===== config.mk =====
export PLATFORM = sky130hd
export DESIGN_NAME = correction_scheduler_flat
export DESIGN_NICKNAME = d
export VERILOG_FILES = /design/src/rtl/correction_scheduler_if.sv /design/src/rtl/correction_scheduler.sv /design/src/flat_wrapper.sv
export SDC_FILE = /design/constraint.sdc
export NUM_CORES = 1
export LEC_CHECK = 0
export ABC_AREA = 1
export ABC_CLOCK_PERIOD_IN_PS = 3200
export CELL_PAD_IN_SITES_DETAIL_PLACEMENT = 1
export CELL_PAD_IN_SITES_GLOBAL_PLACEMENT = 2
export CORE_AREA = 8 8 153 97
export CTS_BUF_LIST = sky130_fd_sc_hd__clkbuf_8
export CTS_CLUSTER_DIAMETER = 100
export DETAILED_ROUTE_END_ITERATION = 8
export DIE_AREA = 0 0 161 105
export PLACE_DENSITY_LB_ADDON = 0.1
export SLEW_MARGIN = 20
export SYNTH_ARGS = -nofsm -noshare
export SYNTH_HDL_FRONTEND = slang
export SYNTH_SLANG_ARGS = --single-unit

===== constraint.sdc =====
create_clock -name clk -period 3.2 [get_ports clk]
set_input_delay 0.8 -clock clk [delete_from_list [all_inputs] [get_ports clk]]
set_output_delay 0.8 -clock clk [all_outputs]
set_load 0.005 [all_outputs]

===== src/rtl/correction_scheduler_if.sv =====
// Qubit correction bus: per-channel error flags/correction pulses plus the
// valid/ready event report channel towards the decoder.
interface correction_scheduler_if #(
    parameter int unsigned NUM_QUBITS = 8
);
    logic [NUM_QUBITS-1:0] error_state;
    logic [NUM_QUBITS-1:0] apply_correction;
    logic                  evt_valid;
    logic [4:0]            evt_qubit;
    logic                  evt_ready;

    modport master (
        input  error_state,
        input  evt_ready,
        output apply_correction,
        output evt_valid,
        output evt_qubit
    );

    modport slave (
        output error_state,
        output evt_ready,
        input  apply_correction,
        input  evt_valid,
        input  evt_qubit
    );
endinterface


===== src/rtl/correction_scheduler.sv =====
// Round-robin correction controller: picks a flagged qubit, waits out the
// measurement latency, pulses its correction line and reports the event.
module correction_scheduler #(
    parameter int unsigned NUM_QUBITS   = 8,
    parameter int unsigned MEAS_LATENCY = 4,
    parameter int unsigned COOLDOWN     = 2,
    parameter int unsigned CNT_WIDTH    = 16
) (
    input  logic                  clk,
    input  logic                  rst_n,
    input  logic                  enable,
    input  logic                  clear_counts,
    correction_scheduler_if.master bus,
    output logic                  busy,
    output logic [CNT_WIDTH-1:0]  corr_count,
    output logic [CNT_WIDTH-1:0]  spurious_count
);
    localparam int unsigned TW = $clog2(NUM_QUBITS);

    typedef enum logic [2:0] {IDLE, MEASURE, CORRECT, REPORT, COOL} state_e;

    state_e                state_q, state_d;
    logic [7:0]            timer_q, timer_d;
    logic [TW-1:0]         target_q, target_d;
    logic [TW-1:0]         rr_ptr_q, rr_ptr_d;
    logic [NUM_QUBITS-1:0] apply_q, apply_d;
    logic                  evt_valid_q, evt_valid_d;
    logic [CNT_WIDTH-1:0]  corr_q, corr_d;
    logic [CNT_WIDTH-1:0]  spur_q, spur_d;

    logic [TW-1:0]         grant;
    logic                  grant_vld;
    logic [TW-1:0]         next_target;
    logic                  target_err;
    int unsigned           idx;

    assign target_err  = bus.error_state[target_q];
    assign next_target = (target_q == TW'(NUM_QUBITS - 1)) ? '0 : target_q + 1'b1;

    // Scan from rr_ptr upwards with wrap; first set flag wins.
    always_comb begin
        grant     = '0;
        grant_vld = 1'b0;
        idx       = 0;
        for (int unsigned i = 0; i < NUM_QUBITS; i++) begin
            idx = (32'(rr_ptr_q) + i) % NUM_QUBITS;
            if (!grant_vld && bus.error_state[TW'(idx)]) begin
                grant     = TW'(idx);
                grant_vld = 1'b1;
            end
        end
    end

    always_ff @(posedge clk or negedge rst_n) begin
        if (!rst_n) state_q <= IDLE;
        else        state_q <= state_d;
    end

    always_comb begin
        state_d  = state_q;
        timer_d  = timer_q;
        target_d = target_q;
        rr_ptr_d = rr_ptr_q;
        case (state_q)
            IDLE: begin
                if (enable && grant_vld) begin
                    target_d = grant;
                    timer_d  = 8'(MEAS_LATENCY - 1);
                    state_d  = MEASURE;
                end
            end
            MEASURE: begin
                if (timer_q != '0) begin
                    timer_d = timer_q - 1'b1;
                end else begin
                    rr_ptr_d = next_target;
                    state_d  = target_err ? CORRECT : IDLE;
                end
            end
            CORRECT: state_d = REPORT;
            REPORT: begin
                if (evt_valid_q && bus.evt_ready) begin
                    if (COOLDOWN == 0) begin
                        state_d = IDLE;
                    end else begin
                        timer_d = 8'(COOLDOWN - 1);
                        state_d = COOL;
                    end
                end
            end
            COOL: begin
                if (timer_q != '0) timer_d = timer_q - 1'b1;
                else               state_d = IDLE;
            end
            default: state_d = IDLE;
        endcase
    end

    // Pulse/valid flops are loaded from the next state so the outputs are glitch-free.
    always_comb begin
        apply_d     = '0;
        evt_valid_d = (state_d == REPORT);
        if (state_d == CORRECT) apply_d[target_q] = 1'b1;
        corr_d = corr_q;
        spur_d = spur_q;
        if (clear_counts) begin
            corr_d = '0;
            spur_d = '0;
        end else begin
            if (state_q == CORRECT && corr_q != '1) corr_d = corr_q + 1'b1;
            if (state_q == MEASURE && timer_q == '0 && !target_err && spur_q != '1)
                spur_d = spur_q + 1'b1;
        end
    end

    always_ff @(posedge clk or negedge rst_n) begin
        if (!rst_n) begin
            timer_q     <= '0;
            target_q    <= '0;
            rr_ptr_q    <= '0;
            apply_q     <= '0;
            evt_valid_q <= 1'b0;
            corr_q      <= '0;
            spur_q      <= '0;
        end else begin
            timer_q     <= timer_d;
            target_q    <= target_d;
            rr_ptr_q    <= rr_ptr_d;
            apply_q     <= apply_d;
            evt_valid_q <= evt_valid_d;
            corr_q      <= corr_d;
            spur_q      <= spur_d;
        end
    end

    assign bus.apply_correction = apply_q;
    assign bus.evt_valid        = evt_valid_q;
    assign bus.evt_qubit        = 5'(target_q);
    assign busy                 = (state_q != IDLE);
    assign corr_count           = corr_q;
    assign spurious_count       = spur_q;
endmodule


===== src/flat_wrapper.sv =====
// flat-port wrapper written by rule: the top's interface ports become plain ports
module correction_scheduler_flat 
#(
    parameter int unsigned NUM_QUBITS   = 8,
    parameter int unsigned MEAS_LATENCY = 4,
    parameter int unsigned COOLDOWN     = 2,
    parameter int unsigned CNT_WIDTH    = 16
)
  (clk, rst_n, enable, clear_counts, busy, corr_count, spurious_count, bus_error_state, bus_evt_ready, bus_apply_correction, bus_evt_valid, bus_evt_qubit);
  correction_scheduler_if #(.NUM_QUBITS(NUM_QUBITS)) bus_i ();
  input  logic clk;
  input  logic rst_n;
  input  logic enable;
  input  logic clear_counts;
  output logic busy;
  output logic [CNT_WIDTH-1:0] corr_count;
  output logic [CNT_WIDTH-1:0] spurious_count;
  input wire logic [$bits(bus_i.error_state)-1:0] bus_error_state;
  input wire logic [$bits(bus_i.evt_ready)-1:0] bus_evt_ready;
  output wire logic [$bits(bus_i.apply_correction)-1:0] bus_apply_correction;
  output wire logic [$bits(bus_i.evt_valid)-1:0] bus_evt_valid;
  output wire logic [$bits(bus_i.evt_qubit)-1:0] bus_evt_qubit;
  assign bus_i.error_state = bus_error_state;
  assign bus_i.evt_ready = bus_evt_ready;
  assign bus_apply_correction = bus_i.apply_correction;
  assign bus_evt_valid = bus_i.evt_valid;
  assign bus_evt_qubit = bus_i.evt_qubit;
  correction_scheduler #(.NUM_QUBITS(NUM_QUBITS), .MEAS_LATENCY(MEAS_LATENCY), .COOLDOWN(COOLDOWN), .CNT_WIDTH(CNT_WIDTH)) u_core (.clk(clk), .rst_n(rst_n), .enable(enable), .clear_counts(clear_counts), .bus(bus_i), .busy(busy), .corr_count(corr_count), .spurious_count(spurious_count));
endmodule

==> results_dict.tcl <==
set metrics [dict create \
    grt_overflow 0 \
    rsz0062_at_grt "no" \
    dr.pass1.iters 4 \
    ys.flop_type "dfrtp_1" \
    crit_type "reg -> out" \
    power_mw 3.88 \
    track_usage_pct 15.7 \
    netlist.top_cell.by_area "dfrtp_1" \
    cts_setup_buffers 0 \
    synth.area.top_cells "dfrtp_1 (37%), nand2_1 (13%), nand3_1 (7.4%)" \
    synth_warnings 0 \
    worstReg2RegEnd "u_core.spurious_count[8]" \
    htreeDepth 3 \
    grt_max_degree 59 \
    switchingPower_mw 1.88 \
    antenna_found_initial 0 \
    antenna_cells 0 \
    cts_sinks 58 \
    drv_slew 0 \
    endpoint_kind "output port" \
    hold_path.startpoint "u_core.timer_q[0]" \
    yosys-top-cells-count "nand2_1 (141), inv_1 (64), nor2_1 (60)" \
    holdPathEnd "u_core.timer_q[0]" \
    hold_depth 2 \
    ant_nets 0 \
    holdBufCountCts 0 \
    grt_pass1_vias 4076 \
    rows 32 \
    vias 3869 \
    fillers 1592 \
    synth-seq-cells 58 \
    ys_async_sr_fraction_pct 100 \
    peakVddDrop_v 0.000356 \
    numPortBuffers 57 \
    nets 636 \
    r2r_cells 12 \
    wl_per_cell_um 16.2 \
    seqCellArea_um2 1450 \
    worst_setup_path_start_kind "flop" \
    r2r_start "u_core.spurious_count[1]" \
    synthToLayoutAreaGrowth_pct 25.4 \
    netlist_area_um2 3940 \
    drc 0 \
    grt_pass1_wl_um 21700 \
    cts_resized 0 \
    core_area_um2 12600 \
    path_max_fanout 4 \
    die_y_um 105 \
    pwr-share-clk_pct 19.8 \
    powerDensity_nw_per_um2 784 \
    seq_power_share_pct 24.5 \
    path_clk_slew_ns 0.06 \
    dp_hpwl_um 9990 \
    cts_tree "built" \
    fmax_mhz 370 \
    skew_ns 0.0142 \
    maxCapViolations 0 \
    setup_violations 0 \
    p_int_mw 2.00 \
    multi_input_area_um2 2140 \
    p_leak_nw 2.28 \
    finalWirelength_um 12800 \
    worst_pin_slew_ns 0.768 \
    numCtsBuffers 9 \
    die_x_um 161 \
    drive_gt1_share_pct 9.82 \
    swShare_pct 48.5 \
    dieArea_um2 16900 \
    comb_power_share_pct 55.7 \
    fin_util_pct 39.4 \
    period_share_pct 84.4 \
    yosysSeqAreaShare_pct 36.8 \
    clockBufferDepth 2 \
    slew_headroom_pct 48.8 \
    cp.arrival_ns 1.90 \
    place.gp.congestion 0.821 \
    rrSetupSlack_ns 0.54 \
    synth_enable_flop_cells 0 \
    timing_hold_violations_final 0 \
    clockRootBuffer "clkbuf_8" \
    clk_latency_ns 0.35 \
    final.setup.tns_ns 0 \
    yosysMostFrequentCell "nand2_1" \
    syn_avg_cell_area_um2 7.18 \
    status "completed" \
    crit_required_ns 2.40 \
    synth_top_area_share_pct 36.8 \
    min_period_ns 2.70 \
    hold_path_class "reg -> reg" \
    initial_core_util_pct 31.4 \
    ys_types 42 \
    postSynthCellCount 549 \
    vias_per_cell 4.89 \
    first_iter_violations 130 \
    io_pins 60 \
]
==> power by group through the flow <==
stage / clock, mW / sequential [mW] / combinational (mW)
after floorplan: 0 / 0.916 / 1.59
after global placement: 0 / 0.960 / 2.12
after detailed placement: 0 / 0.968 / 2.16
after CTS: 0.787 / 0.954 / 2.17
after global routing: 0.822 / 0.970 / 2.44
final: 0.767 / 0.951 / 2.16
==> sequential cells by signal, indices dropped and copies added (netlist names) <==
name / count
u_core.corr_count: 16
u_core.rr_ptr_q: 3
u_core.target_q: 3
u_core.bus.evt_valid: 1
u_core.state_q: 3
u_core.bus.apply_correction: 8
u_core.spurious_count: 16
u_core.timer_q: 8
==> per-stage QoR <==
step	area [µm²]	setup slack [ns]	std cells	hold slack, ns
floorplan	3950	0.952	550	0.463
global placement	4720	0.341	775	0.485
detailed placement	4720	0.264	775	0.505
CTS	4950	0.420	791	0.520
global route	4950	0.311	791	0.561
finish	4950	0.500	791	0.518
==> per-layer routing <==
metal | up-vias | global-route usage, % | wire [µm] | share of wire, %
li1 | 1921 | - | - | -
met1 | 1870 | 22.9 | 7000 | 55
met2 | 66 | 22.6 | 5210 | 41
met3 | 12 | 4.19 | 501 | 3.9
met4 | 0 | 3.29 | 110 | 0.86
met5 | - | 0 | 0 | 0
==> placed cells by master, fill, tap and decap left out, types with 2 or more instances in the layout <==
| cell | n |
|---|---|
| conb_1 | 2 |
| nand3_2 | 6 |
| xnor2_1 | 2 |
| a21oi_1 | 20 |
| o21ai_0 | 28 |
| nor4_1 | 11 |
| nand2_1 | 141 |
| clkdlybuf4s50_1 | 56 |
| clkinv_1 | 2 |
| inv_2 | 6 |
| nand2_2 | 3 |
| ha_1 | 7 |
| clkinvlp_4 | 2 |
| dfrtp_1 | 58 |
| inv_1 | 64 |
| xor2_2 | 2 |
| xor2_1 | 12 |
| clkbuf_8 | 13 |
| buf_4 | 10 |
| nor3_1 | 18 |
| nor2_1 | 60 |
| nand4_1 | 12 |
| nand3_4 | 3 |
| nand3_1 | 58 |
| o31ai_1 | 2 |
| nand2_4 | 5 |
==> final cells by class <==
cell class              instances  area share, %
inverters                      73           5.56
clock buffers                  13           3.62
flip-flops and latches         58           29.3
repair buffers                 67           12.9
clock inverters                 3          0.910
well taps                     170           4.30
multi-input cells             407           43.3
==> worst max-delay path: stages, from the launching register on <==
cell and delay, ns:
dfrtp_1 0.41, nor2_1 0.16, clkinv_1 0.10, nor2_1 0.36
inv_1 0.07, clkdlybuf4s50_1 0.46
==> how the worst max path moves through the flow <==
| stage | to | slack [ns] | start |
|---|---|---|---|
| after CTS | busy | 0.42 | u_core.state_q[0] |
| after detailed placement | u_core.spurious_count[8] | 0.26 | bus_error_state[7] |
| after floorplan | u_core.timer_q[2] | 0.95 | u_core.rr_ptr_q[1] |
| after global routing | busy | 0.31 | u_core.state_q[0] |
| final | busy | 0.50 | u_core.state_q[0] |
| after global placement | u_core.target_q[2] | 0.34 | bus_error_state[4] |
==> cell families (layout without fill, tap and decap cells) <==
logic type      Yosys count  count (layout)  share of synthesized area (%)
simple gates            323             323                           39.4
compound gates           58              58                           8.22
buf+inv                  85             156                           8.95
fa+ha+maj                 7               7                           2.22
xor+xnor                 17              17                           4.35
flops                    58              58                           36.8
other cells               1               2                         0.0951
Note: power is estimated with default switching activity, not from simulation.
